File: src/rtl/axis_video_pattern_gen.sv
// axis_video_pattern_gen
//   AXI4-Stream video test-pattern source. Emits IMAGE_WIDTH x IMAGE_HEIGHT
//   frames of 24-bit RGB pixels. tuser marks the first pixel of a frame and
//   tlast marks the last pixel of a line. Idle gaps are inserted after each
//   line (LINE_GAP) and after each frame (FRAME_GAP).
//
// Ports
//   aclk, aresetn   clock, synchronous active-low reset
//   enable          run request, looked at only on frame boundaries
//   pattern_sel     0 solid, 1 gradient, 2 checker, 3 colour bars
//   m_axis_*        AXI4-Stream master (tdata {R,G,B}, tvalid, tready, tlast, tuser)
//   frame_done      one-cycle pulse after the final pixel of a frame is accepted
//   frame_cnt       completed-frame counter (wraps)
//
// state   | meaning
// --------+-------------------------------------------------------------
// IDLE    | no output; waits for enable to start a frame
// ACTIVE  | a pixel is presented; advances on each handshake
// LGAP    | idle cycles between lines
// FGAP    | idle cycles after a frame; then restart or return to IDLE
module axis_video_pattern_gen #(
  parameter int          IMAGE_WIDTH  = 640,
  parameter int          IMAGE_HEIGHT = 480,
  parameter int          LINE_GAP     = 0,
  parameter int          FRAME_GAP    = 16,
  parameter int          CHECK_LOG2   = 4,
  parameter logic [23:0] SOLID_RGB    = 24'h00FF00
) (
  input  logic        aclk,
  input  logic        aresetn,
  input  logic        enable,
  input  logic [1:0]  pattern_sel,
  output logic [23:0] m_axis_tdata,
  output logic        m_axis_tvalid,
  input  logic        m_axis_tready,
  output logic        m_axis_tlast,
  output logic        m_axis_tuser,
  output logic        frame_done,
  output logic [15:0] frame_cnt
);

  localparam int XW   = $clog2(IMAGE_WIDTH);
  localparam int YW   = $clog2(IMAGE_HEIGHT);
  localparam int BW   = IMAGE_WIDTH / 8;
  localparam int GMAX = (LINE_GAP > FRAME_GAP) ? LINE_GAP : FRAME_GAP;
  localparam int GW   = (GMAX < 2) ? 1 : $clog2(GMAX);

  localparam logic [XW-1:0] X_LAST    = XW'(IMAGE_WIDTH - 1);
  localparam logic [YW-1:0] Y_LAST    = YW'(IMAGE_HEIGHT - 1);
  localparam logic [XW-1:0] BC_LAST   = XW'(BW - 1);
  localparam logic [GW-1:0] LGAP_LOAD = (LINE_GAP > 0)  ? GW'(LINE_GAP - 1)  : '0;
  localparam logic [GW-1:0] FGAP_LOAD = (FRAME_GAP > 0) ? GW'(FRAME_GAP - 1) : '0;

  typedef enum logic [1:0] {S_IDLE, S_ACTIVE, S_LGAP, S_FGAP} state_t;

  state_t        state_q, state_d;
  logic [XW-1:0] x_q, x_d;
  logic [YW-1:0] y_q, y_d;
  logic [2:0]    bar_q, bar_d;
  logic [XW-1:0] bcnt_q, bcnt_d;
  logic [1:0]    pat_q, pat_d;
  logic [GW-1:0] gap_q, gap_d;
  logic [23:0]   tdata_q, tdata_d;
  logic          tvalid_q, tvalid_d;
  logic          tlast_q, tlast_d;
  logic          tuser_q, tuser_d;
  logic          fdone_q, fdone_d;
  logic [15:0]   fcnt_q, fcnt_d;
  logic          hs;
  logic          start_frame;

  function automatic logic [23:0] pix_f(input logic [1:0] pat, input logic [XW-1:0] x,
                                        input logic [YW-1:0] y, input logic [2:0] bar);
    logic [7:0] g;
    logic       cx, cy;
    g  = 8'(x);
    cx = 1'(32'(x) >> CHECK_LOG2);
    cy = 1'(32'(y) >> CHECK_LOG2);
    case (pat)
      2'd0:    pix_f = SOLID_RGB;
      2'd1:    pix_f = {g, g, g};
      2'd2:    pix_f = (cx ^ cy) ? 24'hFFFFFF : 24'h000000;
      default: begin
        case (bar)
          3'd0:    pix_f = 24'hFFFFFF;
          3'd1:    pix_f = 24'hFFFF00;
          3'd2:    pix_f = 24'h00FFFF;
          3'd3:    pix_f = 24'h00FF00;
          3'd4:    pix_f = 24'hFF00FF;
          3'd5:    pix_f = 24'hFF0000;
          3'd6:    pix_f = 24'h0000FF;
          default: pix_f = 24'h000000;
        endcase
      end
    endcase
  endfunction

  assign hs = tvalid_q && m_axis_tready;

  always_comb begin
    state_d     = state_q;
    x_d         = x_q;
    y_d         = y_q;
    bar_d       = bar_q;
    bcnt_d      = bcnt_q;
    pat_d       = pat_q;
    gap_d       = gap_q;
    tvalid_d    = tvalid_q;
    fdone_d     = 1'b0;
    fcnt_d      = fcnt_q;
    start_frame = 1'b0;

    case (state_q)
      S_IDLE: begin
        tvalid_d = 1'b0;
        if (enable) start_frame = 1'b1;
      end
      S_ACTIVE: begin
        if (hs) begin
          if (x_q == X_LAST) begin
            x_d    = '0;
            bar_d  = '0;
            bcnt_d = '0;
            if (y_q == Y_LAST) begin
              y_d      = '0;
              fdone_d  = 1'b1;
              fcnt_d   = fcnt_q + 16'd1;
              tvalid_d = 1'b0;
              if (FRAME_GAP > 0) begin
                state_d = S_FGAP;
                gap_d   = FGAP_LOAD;
              end else if (enable) begin
                start_frame = 1'b1;
              end else begin
                state_d = S_IDLE;
              end
            end else begin
              y_d = y_q + 1'b1;
              if (LINE_GAP > 0) begin
                state_d  = S_LGAP;
                gap_d    = LGAP_LOAD;
                tvalid_d = 1'b0;
              end
            end
          end else begin
            x_d = x_q + 1'b1;
            // Bar 7 never advances, so it soaks up the IMAGE_WIDTH % 8 remainder.
            if (bar_q != 3'd7 && bcnt_q == BC_LAST) begin
              bar_d  = bar_q + 3'd1;
              bcnt_d = '0;
            end else begin
              bcnt_d = bcnt_q + 1'b1;
            end
          end
        end
      end
      S_LGAP: begin
        if (gap_q == '0) begin
          state_d  = S_ACTIVE;
          tvalid_d = 1'b1;
        end else begin
          gap_d = gap_q - 1'b1;
        end
      end
      S_FGAP: begin
        if (gap_q == '0) begin
          if (enable) start_frame = 1'b1;
          else        state_d     = S_IDLE;
        end else begin
          gap_d = gap_q - 1'b1;
        end
      end
      default: state_d = S_IDLE;
    endcase

    if (start_frame) begin
      state_d  = S_ACTIVE;
      pat_d    = pattern_sel;
      x_d      = '0;
      y_d      = '0;
      bar_d    = '0;
      bcnt_d   = '0;
      tvalid_d = 1'b1;
    end

    // Payload is rebuilt from the held coordinates every cycle, so it is
    // automatically stable while a beat is stalled.
    tdata_d = tvalid_d ? pix_f(pat_d, x_d, y_d, bar_d) : 24'h000000;
    tlast_d = tvalid_d && (x_d == X_LAST);
    tuser_d = tvalid_d && (x_d == '0) && (y_d == '0);
  end

  always_ff @(posedge aclk) begin
    if (!aresetn) begin
      state_q  <= S_IDLE;
      x_q      <= '0;
      y_q      <= '0;
      bar_q    <= '0;
      bcnt_q   <= '0;
      pat_q    <= '0;
      gap_q    <= '0;
      tdata_q  <= '0;
      tvalid_q <= 1'b0;
      tlast_q  <= 1'b0;
      tuser_q  <= 1'b0;
      fdone_q  <= 1'b0;
      fcnt_q   <= '0;
    end else begin
      state_q  <= state_d;
      x_q      <= x_d;
      y_q      <= y_d;
      bar_q    <= bar_d;
      bcnt_q   <= bcnt_d;
      pat_q    <= pat_d;
      gap_q    <= gap_d;
      tdata_q  <= tdata_d;
      tvalid_q <= tvalid_d;
      tlast_q  <= tlast_d;
      tuser_q  <= tuser_d;
      fdone_q  <= fdone_d;
      fcnt_q   <= fcnt_d;
    end
  end

  assign m_axis_tdata  = tdata_q;
  assign m_axis_tvalid = tvalid_q;
  assign m_axis_tlast  = tlast_q;
  assign m_axis_tuser  = tuser_q;
  assign frame_done    = fdone_q;
  assign frame_cnt     = fcnt_q;

endmodule
File: config.mk
export PLATFORM = sky130hd
export DESIGN_NAME = axis_video_pattern_gen
export DESIGN_NICKNAME = d
export VERILOG_FILES = /design/src/rtl/axis_video_pattern_gen.sv
export SDC_FILE = /design/constraint.sdc
export NUM_CORES = 1
export LEC_CHECK = 0
export CELL_PAD_IN_SITES_DETAIL_PLACEMENT = 0
export CELL_PAD_IN_SITES_GLOBAL_PLACEMENT = 1
export CORE_UTILIZATION = 25
export DETAILED_ROUTE_END_ITERATION = 8
export PLACE_DENSITY = 0.62
export SLEW_MARGIN = 20
export SYNTH_ARGS = -nofsm -noshare
export SYNTH_HDL_FRONTEND = slang
export SYNTH_SLANG_ARGS = --single-unit
File: constraint.sdc
create_clock -name aclk -period 5.9 [get_ports aclk]
set_input_delay 1.18 -clock aclk [delete_from_list [all_inputs] [get_ports aclk]]
set_output_delay 1.18 -clock aclk [all_outputs]
set_load 0.01 [all_outputs]
==> metrics.md <==
| Metric | Value |
|---|---|
| Ys async rst share | `0%` |
| Worst Hold Launch | `gap_q[0]$_SDFFE_PN0P_` |
| EDFF count, synth | `0` |
| Port Buffer Count | `49` |
| Fill count | `1,658` |
| Worst Setup Path Type | `in2reg` |
| Fin crit period | `~3.6 ns` |
| Placed cells | `715` |
| Largest net degree at the start of global routing | `29` |
| Synthesized area | `4050 sq um` |
| IR drop worst, VDD | `0.000165 V` |
| Worst Max-Slew Pin Slew | `0.876 ns` |
| Most frequent cells after synthesis | `dfxtp_1 (84), nor2_1 (57), nand2_1 (39)` |
| Initial core utilization | `25.6%` |
| Post-synth top flop | `dfxtp_1` |
| Crit end category | `register` |
| Die height | `129 um` |
| Max Slew Vio Count | `0` |
| Final core occ | `31.8%` |
| RSZ-0062 raised after global routing | `no` |
| Clk Latency, worst-skew pair | `roughly 0.34 ns` |
| Root buf cell | `clkbuf_16` |
| Most common cell in the netlist | `dfxtp_1` |
| CP delay by family, top | `XOR/XNOR gates` |
| Synth Register Bits | `84` |
| CTS Buf Count | `9` |
| Max-slew headroom | `just over 40%` |
| Final Hold Viols | `0` |
| R2R Path Start | `x_q[0]$_SDFF_PN0_` |
| Hpwl dp | `between 7000 and 8000 um` |
| Critical Path RT | `6.09 ns` |
| Routed wl met2 | `4550 um` |
| Top cells by area, synth | `dfxtp_1 (42%), nor2_1 (5.3%), a21oi_1 (4.1%)` |
| Vias in the first global route | `3,338` |
| WHS | `just under 0.5 ns` |
| Final setup viols | `0` |
| Grt ovf | `0` |
| Antenna-violating nets left | `0` |
| Htree depth | `3` |
| Final std cells w/o fill | `731` |
| Worst-path clk slew | `approximately 0.060 ns` |
| CTS max path bufs | `2` |
| Layout net count | `about 530` |
| Rows | `46` |
| Max stage delay on crit path | `between 0.6 and 0.7 ns` |
| Ports | `50` |
| DR pass1 iterations | `5` |
| Register area share after synthesis | `41.5%` |
| Worst setup SP type | `input port` |
| Dominant cell type by area after synthesis | `dfxtp_1` |
| CP arrival | `between 3 and 4 ns` |
| Number of distinct library cells after synthesis | `57` |
| Total number of vias | `3,498` |
| Worst-case reg-to-reg path depth | `7` |
| Die area | `16,700 sq um` |
| Core Box Area | `between 15,000 and 20,000 sq um` |
| Post-synth top area share | `41.5%` |
| # DRC | `0` |
| Routability cong. | `0.820` |
| Critical path fanouts, max | `8` |
| Post-CTS Resized | `0` |
| Syn Area/Cell | `8.64 sq um` |
| Final wirelength | `10,300 um` |
| Layout Skew | `0.00629 ns` |
| Buf/Inv on CP | `1` |
| Total track usage | `13.2%` |
| Status | `finished clean` |
| Reg2Reg Capture Point | `m_axis_tdata[9]$_SDFF_PN0_` |
| Top sig layer | `met4` |
| R2R setup slack | `2.79 ns` |
| Clock sink count | `84` |
| Post-CTS Setup Inserts | `0` |
| PnR Total Power | `1.61 mW` |
| M1 wire length | `4970 um` |
| Area growth from synthesis to layout | `24.1%` |
| DR WL met3 | `666 um` |
| WHS Endpoint | `gap_q[0]$_SDFFE_PN0P_` |
| CTS tree | `yes` |
| Synth Net Count | `488` |
| Leak Pwr | `1.80 nW` |
| Power per cell area | `319 nW/um^2` |
| Worst hold path depth | `1` |
| Fin area | `5030 sq um` |
| Slowest CP cell | `clkdlybuf4s50_1` |
| Maxcap violations | `0` |
| DR vias/cell | `4.79` |
| Post-Synthesis Cells | `approximately 470` |
| Final WS setup | `2.29 ns` |
| Routed len/inst | `14.1 um` |
| Layout cells sized above 1 | `6.41%` |
| Period utilisation layout | `61.2%` |
| ANT cells | `0` |
| FMAX | `~0.28 GHz` |
| Worst-path cell chain | `clkdlybuf4s50_1 -> and3_1 -> nand4_1 -> xor2_1 -> xor3_1 -> a211oi_2 -> a21oi_1` |
| Die width | `about 130 um` |
| Iteration-0 DRC Markers | `211` |
| Initial antenna violation count | `0` |
| Fin Setup TNS | `0 ns` |
| DP Area | `between 4000 and 5000 sq um` |
| Number of hold buffers added after cts | `0` |
| First-pass GRT wire length | `approximately 17,000 um` |
| Setup slack at placement | `approximately 1.9 ns` |
| Worst Hold Class | `reg2reg` |
| Yosys warns | `0` |
==> final cells by class <==
type                       instances  area [sq um]  share of cell area [%]
clock inverter                     6          65.1                    1.29
clock buffer                      10           229                    4.55
inverter                          16          60.1                    1.19
tap                              216           270                    5.37
sequential                        84          1680                    33.4
multi-input combinational        349          2220                    44.2
timing repair buffer              50           498                    9.90
==> flip-flops by register name (all words and copies together), names as in the netlist <==
register	count
m_axis_tdata	24
frame_cnt	16
bcnt_q	10
x_q	10
y_q	9
gap_q	4
bar_q	3
pat_q	2
state_q	2
frame_done	1
m_axis_tlast	1
m_axis_tuser	1
m_axis_tvalid	1
==> routing by layer <==
layer | up-vias | GRT usage, %
li1 | 1765 | -
met5 | - | 0
met2 | 91 | 20.7
met3 | 11 | 3.55
met4 | 0 | 4.78
met1 | 1631 | 17.3
==> where the power goes <==
group / internal [mW] / leakage, nW / switching (mW)
Sequential: 0.623 / 0.680 / 0.0445
Clock: 0.328 / 0.142 / 0.235
Combinational: 0.155 / 0.975 / 0.219
==> worst register-to-register path, cell delays in order, from the launching register on <==
cell and delay (ns):
dfxtp_1 0.52, ha_1 0.36, nand4b_1 0.25, nor3_1 0.59
o21ai_0 0.27, a32oi_1 0.28, a41oi_1 0.44, a31oi_1 0.32
==> worst max-delay path by stage <==
stage / startpoint / endpoint / slack, ns / cells after the start
after floorplan: m_axis_tready / m_axis_tuser$_SDFF_PN0_ / 3.01 / 7
after global placement: m_axis_tready / m_axis_tdata[22]$_SDFF_PN0_ / 2.06 / 7
after detailed placement: m_axis_tready / m_axis_tdata[22]$_SDFF_PN0_ / 1.91 / 7
after CTS: m_axis_tready / m_axis_tdata[22]$_SDFF_PN0_ / 2.27 / 7
after global routing: m_axis_tready / m_axis_tdata[22]$_SDFF_PN0_ / 2.07 / 7
final: m_axis_tready / m_axis_tdata[22]$_SDFF_PN0_ / 2.29 / 7
==> cells in the final DEF (no fill, tap or decap), drive strengths merged, types with 13 or more instances in the layout <==
master / netlist / routed
xnor2: 17 / 17
nand3: 18 / 18
nor3: 21 / 21
inv: 16 / 16
nand4: 15 / 15
dfxtp: 84 / 84
nand2: 39 / 39
ha: 13 / 13
nor2: 57 / 57
clkdlybuf4s50: 0 / 49
a21oi: 33 / 33
xor2: 18 / 18
==> kinds of logic after synthesis <==
| group | after synthesis | share of synthesized area (%) |
|---|---|---|
| and+or+nand+nor | 207 | 26.9 |
| AOI/OAI and AO/OA | 89 | 14.6 |
| DFF | 84 | 41.5 |
| xor gates and xnor gates | 36 | 8.15 |
| buffers and inverters | 36 | 3.86 |
| adders and majority gates | 13 | 4.01 |
| muxes | 4 | 1.02 |
No activity file was read; power rests on OpenSTA's default activity.
